$ cat src/rtl/fifo_buffer_param_if.sv
// Write/read handshake and status bundle between the bus-side register block
// and a fifo_buffer_param instance; master drives requests, slave is the FIFO.
interface fifo_buffer_param_if #(
  parameter int WIDTH = 32'sd8,
  parameter int DEPTH = 32'sd8
) ();
  localparam int AW = $clog2(DEPTH);

  logic             writeEn;
  logic             readEn;
  logic [WIDTH-1:0] dataIn;
  logic             clr_err;
  logic [WIDTH-1:0] dataOut;
  logic [AW:0]      count;
  logic             EMPTY;
  logic             FULL;
  logic             ALMOST_EMPTY;
  logic             ALMOST_FULL;
  logic             OVERFLOW;
  logic             UNDERFLOW;

  modport master (
    output writeEn, readEn, dataIn, clr_err,
    input  dataOut, count, EMPTY, FULL, ALMOST_EMPTY, ALMOST_FULL, OVERFLOW, UNDERFLOW
  );

  modport slave (
    input  writeEn, readEn, dataIn, clr_err,
    output dataOut, count, EMPTY, FULL, ALMOST_EMPTY, ALMOST_FULL, OVERFLOW, UNDERFLOW
  );
endinterface

$ cat src/rtl/fifo_buffer_param.sv
// Parametrised synchronous FIFO with wrap-bit pointers, occupancy count,
// almost-full/empty thresholds, sticky error flags and optional FWFT read.
module fifo_buffer_param #(
  parameter int WIDTH    = 32'sd8,
  parameter int DEPTH    = 32'sd8,
  parameter int AF_LEVEL = DEPTH - 32'sd2,
  parameter int AE_LEVEL = 32'sd2,
  parameter int FWFT     = 32'sd0
) (
  input  logic                clk,
  input  logic                reset,
  fifo_buffer_param_if.slave  bus
);
  localparam int          AW    = $clog2(DEPTH);
  localparam logic [AW:0] ONE_L = {{AW{1'b0}}, 1'b1};
  localparam logic [AW:0] AF_L  = AF_LEVEL[AW:0];
  localparam logic [AW:0] AE_L  = AE_LEVEL[AW:0];

  if ((DEPTH < 32'sd2) || ((DEPTH & (DEPTH - 32'sd1)) != 32'sd0) ||
      (AE_LEVEL >= AF_LEVEL) || (AF_LEVEL > DEPTH)) begin : g_bad_params
    $error("fifo_buffer_param: illegal DEPTH/AE_LEVEL/AF_LEVEL combination");
  end

  logic [WIDTH-1:0] mem_q [DEPTH];
  logic [AW:0]      wptr_q, wptr_d;
  logic [AW:0]      rptr_q, rptr_d;
  logic [AW:0]      count_q, count_d;
  logic [WIDTH-1:0] dout_q, dout_d;
  logic             ovf_q, ovf_d;
  logic             unf_q, unf_d;
  logic             empty_s, full_s, wa_s, ra_s;
  logic [WIDTH-1:0] head_s;

  // Next-state decode: accept decisions use flags as sampled before the edge.
  always_comb begin
    empty_s = (wptr_q == rptr_q);
    full_s  = (wptr_q[AW-1:0] == rptr_q[AW-1:0]) && (wptr_q[AW] != rptr_q[AW]);
    wa_s    = bus.writeEn & ~full_s;
    ra_s    = bus.readEn & ~empty_s;
    head_s  = mem_q[rptr_q[AW-1:0]];

    if (wa_s) begin
      wptr_d = wptr_q + ONE_L;
    end else begin
      wptr_d = wptr_q;
    end

    if (ra_s) begin
      rptr_d = rptr_q + ONE_L;
      dout_d = head_s;
    end else begin
      rptr_d = rptr_q;
      dout_d = dout_q;
    end

    case ({wa_s, ra_s})
      2'b10:   count_d = count_q + ONE_L;
      2'b01:   count_d = count_q - ONE_L;
      default: count_d = count_q;
    endcase

    // A fresh error in the same cycle as clr_err keeps the flag set.
    ovf_d = (bus.writeEn & full_s) | (ovf_q & ~bus.clr_err);
    unf_d = (bus.readEn & empty_s) | (unf_q & ~bus.clr_err);
  end

  // Output decode from registered state; FWFT masks the head word while empty.
  always_comb begin
    if (FWFT != 32'sd0) begin
      if (empty_s) begin
        bus.dataOut = {WIDTH{1'b0}};
      end else begin
        bus.dataOut = head_s;
      end
    end else begin
      bus.dataOut = dout_q;
    end
    bus.count        = count_q;
    bus.EMPTY        = empty_s;
    bus.FULL         = full_s;
    bus.ALMOST_EMPTY = (count_q <= AE_L);
    bus.ALMOST_FULL  = (count_q >= AF_L);
    bus.OVERFLOW     = ovf_q;
    bus.UNDERFLOW    = unf_q;
  end

  // Control state with asynchronous active-low reset.
  always_ff @(posedge clk or negedge reset) begin
    if (!reset) begin
      wptr_q  <= {(AW+1){1'b0}};
      rptr_q  <= {(AW+1){1'b0}};
      count_q <= {(AW+1){1'b0}};
      dout_q  <= {WIDTH{1'b0}};
      ovf_q   <= 1'b0;
      unf_q   <= 1'b0;
    end else begin
      wptr_q  <= wptr_d;
      rptr_q  <= rptr_d;
      count_q <= count_d;
      dout_q  <= dout_d;
      ovf_q   <= ovf_d;
      unf_q   <= unf_d;
    end
  end

  // Storage array is deliberately left out of reset.
  always_ff @(posedge clk) begin
    if (wa_s) begin
      mem_q[wptr_q[AW-1:0]] <= bus.dataIn;
    end
  end
endmodule

$ cat src/flat_wrapper.sv
// flat-port wrapper written by rule: the top's interface ports become plain ports
module fifo_buffer_param_flat 
#(
  parameter int WIDTH    = 32'sd8,
  parameter int DEPTH    = 32'sd8,
  parameter int AF_LEVEL = DEPTH - 32'sd2,
  parameter int AE_LEVEL = 32'sd2,
  parameter int FWFT     = 32'sd0
)
  (clk, reset, bus_writeEn, bus_readEn, bus_dataIn, bus_clr_err, bus_dataOut, bus_count, bus_EMPTY, bus_FULL, bus_ALMOST_EMPTY, bus_ALMOST_FULL, bus_OVERFLOW, bus_UNDERFLOW);
  fifo_buffer_param_if #(.WIDTH(WIDTH), .DEPTH(DEPTH)) bus_i ();
  input  logic clk;
  input  logic reset;
  input wire logic [$bits(bus_i.writeEn)-1:0] bus_writeEn;
  input wire logic [$bits(bus_i.readEn)-1:0] bus_readEn;
  input wire logic [$bits(bus_i.dataIn)-1:0] bus_dataIn;
  input wire logic [$bits(bus_i.clr_err)-1:0] bus_clr_err;
  output wire logic [$bits(bus_i.dataOut)-1:0] bus_dataOut;
  output wire logic [$bits(bus_i.count)-1:0] bus_count;
  output wire logic [$bits(bus_i.EMPTY)-1:0] bus_EMPTY;
  output wire logic [$bits(bus_i.FULL)-1:0] bus_FULL;
  output wire logic [$bits(bus_i.ALMOST_EMPTY)-1:0] bus_ALMOST_EMPTY;
  output wire logic [$bits(bus_i.ALMOST_FULL)-1:0] bus_ALMOST_FULL;
  output wire logic [$bits(bus_i.OVERFLOW)-1:0] bus_OVERFLOW;
  output wire logic [$bits(bus_i.UNDERFLOW)-1:0] bus_UNDERFLOW;
  assign bus_i.writeEn = bus_writeEn;
  assign bus_i.readEn = bus_readEn;
  assign bus_i.dataIn = bus_dataIn;
  assign bus_i.clr_err = bus_clr_err;
  assign bus_dataOut = bus_i.dataOut;
  assign bus_count = bus_i.count;
  assign bus_EMPTY = bus_i.EMPTY;
  assign bus_FULL = bus_i.FULL;
  assign bus_ALMOST_EMPTY = bus_i.ALMOST_EMPTY;
  assign bus_ALMOST_FULL = bus_i.ALMOST_FULL;
  assign bus_OVERFLOW = bus_i.OVERFLOW;
  assign bus_UNDERFLOW = bus_i.UNDERFLOW;
  fifo_buffer_param #(.WIDTH(WIDTH), .DEPTH(DEPTH), .AF_LEVEL(AF_LEVEL), .AE_LEVEL(AE_LEVEL), .FWFT(FWFT)) u_core (.clk(clk), .reset(reset), .bus(bus_i));
endmodule
$ cat config.mk
export PLATFORM = sky130hd
export DESIGN_NAME = fifo_buffer_param_flat
export DESIGN_NICKNAME = d
export VERILOG_FILES = /design/src/rtl/fifo_buffer_param_if.sv /design/src/rtl/fifo_buffer_param.sv /design/src/flat_wrapper.sv
export SDC_FILE = /design/constraint.sdc
export NUM_CORES = 1
export LEC_CHECK = 0
export CORE_UTILIZATION = 35
export DETAILED_ROUTE_END_ITERATION = 8
export GPL_TIMING_DRIVEN = 0
export SYNTH_ARGS = -nofsm -noshare
export SYNTH_HDL_FRONTEND = slang
export SYNTH_SLANG_ARGS = --single-unit
$ cat constraint.sdc
create_clock -name clk -period 2.54 [get_ports clk]
set_clock_uncertainty 0.1 [all_clocks]
set_input_delay 0.508 -clock clk [delete_from_list [all_inputs] [get_ports clk]]
set_output_delay 0.508 -clock clk [all_outputs]
set_load 0.02 [all_outputs]
==> results of run 1 <==
## cells in the final DEF, fill, tap and decap left out, types with 2 or more instances in the layout
master / netlist / routed
xor2_1: 9 / 8
xnor2_1: 5 / 5
inv_1: 6 / 5
nor2_1: 9 / 4
mux2i_1: 8 / 8
ha_1: 5 / 3
dfrtp_1: 22 / 21
o41ai_4: 1 / 2
bufinv_16: 0 / 2
mux4_2: 16 / 16
nand2b_1: 3 / 3
nor3_4: 0 / 3
nand2_1: 11 / 11
clkbuf_8: 0 / 9
xor2_4: 0 / 2
nor4_1: 2 / 2
mux2_2: 2 / 2
inv_6: 0 / 2
buf_2: 5 / 2
buf_6: 0 / 2
buf_1: 2 / 2
edfxtp_1: 64 / 64
nor2_2: 0 / 5
o21ai_0: 12 / 12
buf_4: 1 / 12
dlygate4sd2_1: 0 / 2
clkdlybuf4s50_1: 0 / 27
## cells by family (layout without fill, tap and decap cells)
| family | count (synthesis) | count (layout) | share of synthesized area, % |
|---|---|---|---|
| AND/OR/NAND/NOR | 34 | 34 | 4.749 |
| XOR/XNOR | 16 | 16 | 4.394 |
| adder cells (fa/ha/maj) | 5 | 5 | 1.772 |
| multiplexers | 27 | 27 | 13.54 |
| AO/OA/AOI/OAI | 18 | 18 | 3.650 |
| buffers and inverters | 15 | 71 | 1.878 |
| flip-flops | 86 | 86 | 70.02 |
## through the flow
stage,setup WS (ns),total power [mW]
2_1_floorplan,0.008089,3.543
4_1_cts,-0.1118,5.345
3_3_place_gp,-0.6880,4.195
3_5_place_dp,-0.2763,4.243
5_1_grt,-0.1121,5.783
6_report,0.001751,5.448
## final cells by class
cell class | count | share of cell area, %
sequential | 86 | 55.83
multi-input combinational | 100 | 24.68
buffer | 9 | 1.610
timing repair buffer | 41 | 8.642
tap | 133 | 3.756
clock inverter | 6 | 2.118
inverter | 6 | 0.5648
clock buffer | 9 | 2.796
## sequential cells by signal (all words and copies together) (netlist names)
name,count
u_core.mem_q,64
u_core.bus.dataOut,8
u_core.bus.count,4
u_core.rptr_q,4
u_core.wptr_q,4
u_core.bus.OVERFLOW,1
u_core.bus.UNDERFLOW,1
## critical path, stage by stage (launching register included)
cell	delay, ns
dfrtp_1	0.42
buf_12	0.14
xor2_4	0.20
o41ai_4	0.37
buf_4	0.19
inv_4	0.04
ha_4	0.15
xor2_1	0.16
ha_2	0.19
a21oi_2	0.11
xor2_1	0.15
nor2_1	0.07
xor2_1	0.13
## what timing repair did
| action | 4_1_cts | 5_1_grt |
|---|---|---|
| gates resized for setup | 9 | 9 |
| setup endpoints to repair | 60 | 61 |
| buffers inserted | 2 | 9 |
| pin swaps | 1 | 4 |
| cloned | 0 | 0 |
## worst max path at each step
stage / to / slack (ns) / cells past startpoint
2_1_floorplan: u_core.bus.count[2] / 0.008 / 12
3_3_place_gp: u_core.mem_q[4][6] / -0.69 / 4
3_5_place_dp: u_core.mem_q[5][6] / -0.28 / 4
4_1_cts: u_core.bus.count[2] / -0.11 / 12
5_1_grt: u_core.bus.count[2] / -0.11 / 12
6_report: u_core.bus.count[2] / 0.002 / 12
## report_power, final
group	switching (mW)	total [mW]	internal (mW)
Sequential	0.212	2.09	1.87
Combinational	1.20	2.29	1.09
Clock	0.509	1.07	0.557
## layer usage
layer,GRT usage [%],vias to the layer above,part of all wire [%],wire length (um)
met1,20.36,968,46,3201
met4,7.253,0,2.0,138
met5,0,-,0,0
li1,-,866,-,-
met2,21.95,34,49,3370
met3,3.488,12,3.2,224
==> out/metrics.cfg, run 1 <==
[layout]
final_area_mm2=0.004431
area_growth_pct=25.48
num_antenna_cells=0
drive_above_1_share_pct=26.85
seqCellArea_mm2=0.002474
nets=271
multi_input_area_mm2=0.001094
fill_cells=890
post-route-util_pct=45.33
final_cells=390

[worst_setup_path]
rrSetupSlack_ns=0.002
cp-startpoint=u_core.rptr_q[0]
rr_startpoint=u_core.rptr_q[0]
start_kind=flip-flop
critPathCaptureType=flip-flop
worstRegToRegCells=12
critPathKind=flip-flop to flip-flop
worst_r2r_endpoint=u_core.bus.count[2]
required_ns=2.69
critPathArrivalTime_ns=2.68
crit_fanout=4

[clock_network]
cts_tree=done
insertion_delay_ns=0.36
holdBufCountCts=0
cts_made_buffers=9
cts_sinks=86
clk_pin_slew_ns=0.09
cts_root_buffer=clkbuf_8
cts_buffer_depth=2
h-tree-depth=3

[global_routing]
grt_max_degree=23
grt_overflow=0
grt_usage_pct=14.78
grt_pass1_wl_um=10750
antenna_found_initial=0
grt_pass1_vias=1890

[synth]
synth_top_flop_cell=edfxtp_1
yosysSeqAreaShare_pct=70.02
ys_ff_latch=86
synth_fp_nets=219
synthTopCellsByArea=edfxtp_1 54%, dfrtp_1 16%, mux4_2 10%
synth_edf_count=64
synthCells=201
netlist.area_leader.share_pct=54.43
yosys_warnings=0
async_flop_share_pct=25.58
syn_avg_cell_area_um2=17.57
ys_types=33
ys_top_cells_by_count=64 x edfxtp_1, 22 x dfrtp_1, 16 x mux4_2
synth_most_common_cell=edfxtp_1
syn-cell-area_mm2=0.003531
synth_top_cell_by_area=edfxtp_1

[detailed_routing]
avgRoutedWirePerCell_um=17.78
drt_pass1_iterations=4
vias_per_cell=4.821
drtIter0Drc=70
num_vias=1880
drt.antenna.violating_nets=0
drc=0
finalWirelength_um=6935

[worst_hold_path]
hold_path.class=flip-flop to flip-flop
min_from=u_core.bus.dataOut[4]
hold_path_depth=2
min_to=u_core.bus.dataOut[4]

[floorplan]
fp-row-count=36
fp.dieH_um=102.4
dieArea_mm2=0.01049
die_w_um=102.4
core-area_mm2=0.009774
io-pin-count=31
initial_utilization_pct=36.12

[sta]
finalMaxSlewViolations=0
relSlewSlack_pct=27.59
finalSetupViolations=0
hold_ws_ns=0.3797
tns_ns=0
min_period_ns=2.538
rsz0062_at_grt=true
fin_crit_sh_pct=99.93
fmaxAchievable_mhz=394.0
hold_viol=0
tightestPinTransition_ns=1.083

[placed_design]
place_inst=364
dp_hpwl_um=4232
port-buffer-count=30
place.gp.congestion=0.6856
postPlaceCellArea_mm2=0.004058

[power]
leakage_nw=1.586
p_per_area_mw_per_mm2=1230
ir_drop_mv=0.4015

[run_status]
status=complete, no violations

[run]
drv_cap=0

No activity file was read; power rests on OpenSTA's default activity.
==> run 2, diff against run 1 <==
--- a/config.mk
+++ b/config.mk
@@ -5,9 +5,11 @@
 export SDC_FILE = /design/constraint.sdc
 export NUM_CORES = 1
 export LEC_CHECK = 0
-export CORE_UTILIZATION = 35
+export CORE_UTILIZATION = 45
 export DETAILED_ROUTE_END_ITERATION = 8
 export GPL_TIMING_DRIVEN = 0
+export PLACE_DENSITY = 0.67
+export RECOVER_POWER = 25
 export SYNTH_ARGS = -nofsm -noshare
 export SYNTH_HDL_FRONTEND = slang
 export SYNTH_SLANG_ARGS = --single-unit
==> out/metrics.cfg, run 2 (synthesized netlist as in run 1, its figures left out) <==
[floorplan]
fp-row-count=31
io-pin-count=31
dieArea_mm2=0.008205
die_w_um=90.58
fp.dieH_um=90.58
initial_utilization_pct=47.66
core-area_mm2=0.007408

[detailed_routing]
drt_pass1_iterations=4
drc=0
finalWirelength_um=6773
vias_per_cell=5.275
avgRoutedWirePerCell_um=18.81
num_vias=1899
drt.antenna.violating_nets=0
drtIter0Drc=78

[clock_network]
cts_root_buffer=clkbuf_8
cts_sinks=86
h-tree-depth=3
clk_pin_slew_ns=0.09
cts_tree=done
insertion_delay_ns=0.35
cts_made_buffers=9
cts_buffer_depth=2
holdBufCountCts=0

[placed_design]
postPlaceCellArea_mm2=0.004015
port-buffer-count=30
place.gp.congestion=0.6799
dp_hpwl_um=4047
pre_cts_ws_ns=-0.2061
place_inst=330

[run_status]
status=complete, no violations

[power]
ir_drop_mv=0.5036
leakage_nw=1.585
p_per_area_mw_per_mm2=1233
fin_total_pwr_mw=5.415

[worst_hold_path]
hold_path.class=flip-flop to flip-flop
hold_path_depth=2

[layout]
multi_input_area_mm2=0.001094
seqCellArea_mm2=0.002474
nets=274
num_antenna_cells=0
post-route-util_pct=59.26
largest_reg_flops=64
layout_commonest_cell=edfxtp_1
final_cells=360
drive_above_1_share_pct=27.59
area_growth_pct=24.34
final_cell_mix=64 x edfxtp_1, 21 x clkdlybuf4s50_1, 21 x dfrtp_1, 16 x mux4_2, 15 x buf_4
final_area_mm2=0.004390
fill_cells=564

[worst_setup_path]
critPathArrivalTime_ns=2.65
required_ns=2.68
start_kind=flip-flop
worstRegToRegCells=12
critPathKind=flip-flop to flip-flop
critPathCaptureType=flip-flop
crit_fanout=6

[sta]
finalSetupViolations=0
rsz0062_at_grt=true
fmaxAchievable_mhz=399.6
fin_crit_sh_pct=98.51
fin_ws_ns=0.03779
tns_ns=0
hold_viol=0
relSlewSlack_pct=29.19
finalMaxSlewViolations=0
tightestPinTransition_ns=1.059
min_period_ns=2.502
hold_ws_ns=0.3873

[global_routing]
grt_pass1_vias=1948
grt_pass1_wl_um=10650
grt_usage_pct=18.10
grt_max_degree=23
antenna_found_initial=0
grt_overflow=0

[run]
drv_cap=0

[run 2: changes by cell type in the layout (fill, tap and decap cells not counted), moves of 2 or more]
cell,change
clkinvlp_4,+2
buf_4,+3
dlygate4sd3_1,+6
clkdlybuf4s50_1,-6
[run 2: critical path, cell delays in order (launching register included)]
cell	delay, ns
dfrtp_1	0.40
buf_6	0.15
xor2_4	0.20
o41ai_4	0.34
buf_4	0.20
inv_4	0.04
ha_4	0.16
xor2_1	0.16
ha_2	0.19
a21oi_2	0.11
xor2_1	0.15
nor2_1	0.06
xor2_1	0.13
[run 2: final cells by class]
cell class                 instances  share of cell area, %
inverter                           6                 0.5700
buffer                             9                  1.624
multi-input combinational        100                  24.91
tap                               99                  2.821
clock inverter                     6                  1.596
timing repair buffer              44                  9.233
clock buffer                      10                  2.907
sequential                        86                  56.34
[run 2: worst paths after layout]
path | from | to | slack, ns
hold reg to reg | u_core.bus.dataOut[2] | u_core.bus.dataOut[2] | 0.39
hold / removal | u_core.bus.dataOut[2] | u_core.bus.dataOut[2] | 0.39
max in group asynchronous | reset | u_core.wptr_q[1] | 1.01
setup reg to reg | u_core.wptr_q[0] | u_core.bus.count[2] | 0.04
setup / recovery | u_core.wptr_q[0] | u_core.bus.count[2] | 0.04
min in group asynchronous | reset | u_core.bus.count[2] | 0.62
[run 2: repair_timing]
item / 4_1_cts / 5_1_grt
resized for setup: 12 / 6
pin swaps: 1 / 3
gates cloned: 0 / 0
endpoints found under the setup margin: 56 / 6
setup buffers: 3 / 11
[run 2: power breakdown]
part           switching (mW)  internal, mW
Clock                   0.504         0.462
Combinational            1.26          1.13
Sequential              0.182          1.87
Total                    1.95          3.46
[run 2: metal layers]
layer / GRT usage, % / part of all wire, %
met4: 8.199 / 2.1
met5: 0 / 0
met1: 24.00 / 43
met3: 3.367 / 5.0
met2: 29.17 / 50
==> run 3, diff against run 2 <==
--- a/config.mk
+++ b/config.mk
@@ -10,6 +10,7 @@
 export GPL_TIMING_DRIVEN = 0
 export PLACE_DENSITY = 0.67
 export RECOVER_POWER = 25
+export SLEW_MARGIN = 10
 export SYNTH_ARGS = -nofsm -noshare
 export SYNTH_HDL_FRONTEND = slang
 export SYNTH_SLANG_ARGS = --single-unit
==> out/metrics.cfg, run 3 (synthesized netlist as in run 1, its figures left out) <==
[floorplan]
io-pin-count=31
fp.dieH_um=90.58
die_w_um=90.58
fp-row-count=31
core-area_mm2=0.007408
dieArea_mm2=0.008205
initial_utilization_pct=47.66

[detailed_routing]
num_vias=1856
drt.antenna.violating_nets=0
avgRoutedWirePerCell_um=18.68
drc=0
vias_per_cell=5.228
finalWirelength_um=6630
drtIter0Drc=91
drt_pass1_iterations=4

[worst_setup_path]
critPathKind=flip-flop to output port
start_kind=flip-flop
critPathArrivalTime_ns=1.85
critPathCaptureType=output port
crit_fanout=10
required_ns=1.93

[layout]
final_area_mm2=0.004305
final_cell_mix=64 x edfxtp_1, 21 x clkdlybuf4s50_1, 21 x dfrtp_1, 16 x mux4_2, 12 x o21ai_0
num_antenna_cells=0
post-route-util_pct=58.12
area_growth_pct=21.93
nets=269
largest_reg_flops=64
final_cells=355
drive_above_1_share_pct=25.39
layout_commonest_cell=edfxtp_1

[sta]
finalSetupViolations=0
fin_crit_sh_pct=96.97
min_period_ns=2.463
finalMaxSlewViolations=0
fmaxAchievable_mhz=406.0
tightestPinTransition_ns=1.024
rsz0062_at_grt=true
relSlewSlack_pct=31.52
hold_viol=0

[clock_network]
insertion_delay_ns=0.35
cts_buffer_depth=2
cts_root_buffer=clkbuf_8
h-tree-depth=3
cts_tree=done
cts_made_buffers=9
cts_sinks=86
holdBufCountCts=0
clk_pin_slew_ns=0.10

[run_status]
status=complete, no violations

[global_routing]
antenna_found_initial=0
grt_max_degree=23
grt_pass1_wl_um=10520
grt_pass1_vias=1922
grt_usage_pct=18.10
grt_overflow=0

[power]
p_seq_share_pct=39.2
p_per_area_mw_per_mm2=1219
leakage_nw=1.553
p_int_mw=3.371
p_sw_mw=1.877
p_comb_share_pct=42.6
p_clk_share_pct=18.2
p_sw_share_pct=35.77
ir_drop_mv=0.4835

[placed_design]
postPlaceCellArea_mm2=0.004030
port-buffer-count=30
dp_hpwl_um=4104
place.gp.congestion=0.6799
place_inst=332

[worst_hold_path]
hold_path.class=flip-flop to flip-flop

[run]
drv_cap=0

run 3: changes by cell type in the layout (fill, tap and decap cells not counted), sizes merged:
cell      delta
buf          -5
clkinv       +1
clkinvlp     -1
run 3: critical path, stage by stage (launching register included):
cell and delay [ns]:
dfrtp_1 0.39, buf_6 0.17, xor2_4 0.18, nor4_1 0.38, dlygate4sd2_1 0.38
run 3: stage by stage:
step | TNS (ns) | hold WS, ns | total power [mW] | worst slack, ns
after floorplan | 0 | 0.1124 | 3.543 | 0.008089
after global placement | -15.61 | 0.3638 | 4.180 | -0.6625
after detailed placement | -6.597 | 0.3712 | 4.252 | -0.2297
after CTS | 0 | 0.3927 | 5.276 | 0.02315
after global routing | -0.07546 | 0.4270 | 5.552 | -0.04576
final | 0 | 0.3880 | 5.248 | 0.07707
run 3: final cells by class:
cell class	instances	area, um2
inverters	6	22.52
fillers	570	3103
flip-flops and latches	86	2474
clock buffers	10	127.6
well taps	99	123.9
clock inverters	6	67.56
repair buffers	39	367.9
multi-input cells	100	1060
plain buffers	9	62.56
run 3: path summary, 6_finish.rpt:
kind,from,end,slack [ns],cells past startpoint
min,u_core.bus.dataOut[2],u_core.bus.dataOut[2],0.39,2
max reg2reg,u_core.rptr_q[1],u_core.bus.count[2],0.09,11
min in group asynchronous,reset,u_core.bus.dataOut[2],0.60,1
max in group asynchronous,reset,u_core.wptr_q[1],1.05,1
max,u_core.rptr_q[2],bus_EMPTY,0.08,4
min reg2reg,u_core.bus.dataOut[2],u_core.bus.dataOut[2],0.39,2
run 3: metal layers:
layer	GRT usage [%]	up-vias	share of wire (%)
met3	3.451	11	3.5
li1	-	859	-
met4	8.871	0	1.9
met2	28.35	37	48
met5	0	-	0
met1	24.40	949	46
run 3: what timing repair did:
item / in CTS / in global routing
endpoints found under the setup margin: 44 / 17
pin swaps: 2 / 3
gates resized for setup: 7 / 2
buffers inserted: 4 / 3
run 3: power groups by stage:
stage / Sequential [mW] / Clock (mW) / Combinational [mW]
global placement: 2.08 / 0 / 2.10
CTS: 2.06 / 0.974 / 2.24
floorplan: 2.20 / 0 / 1.35
global route: 2.10 / 1.03 / 2.43
finish: 2.06 / 0.956 / 2.24
detailed placement: 2.10 / 0 / 2.15
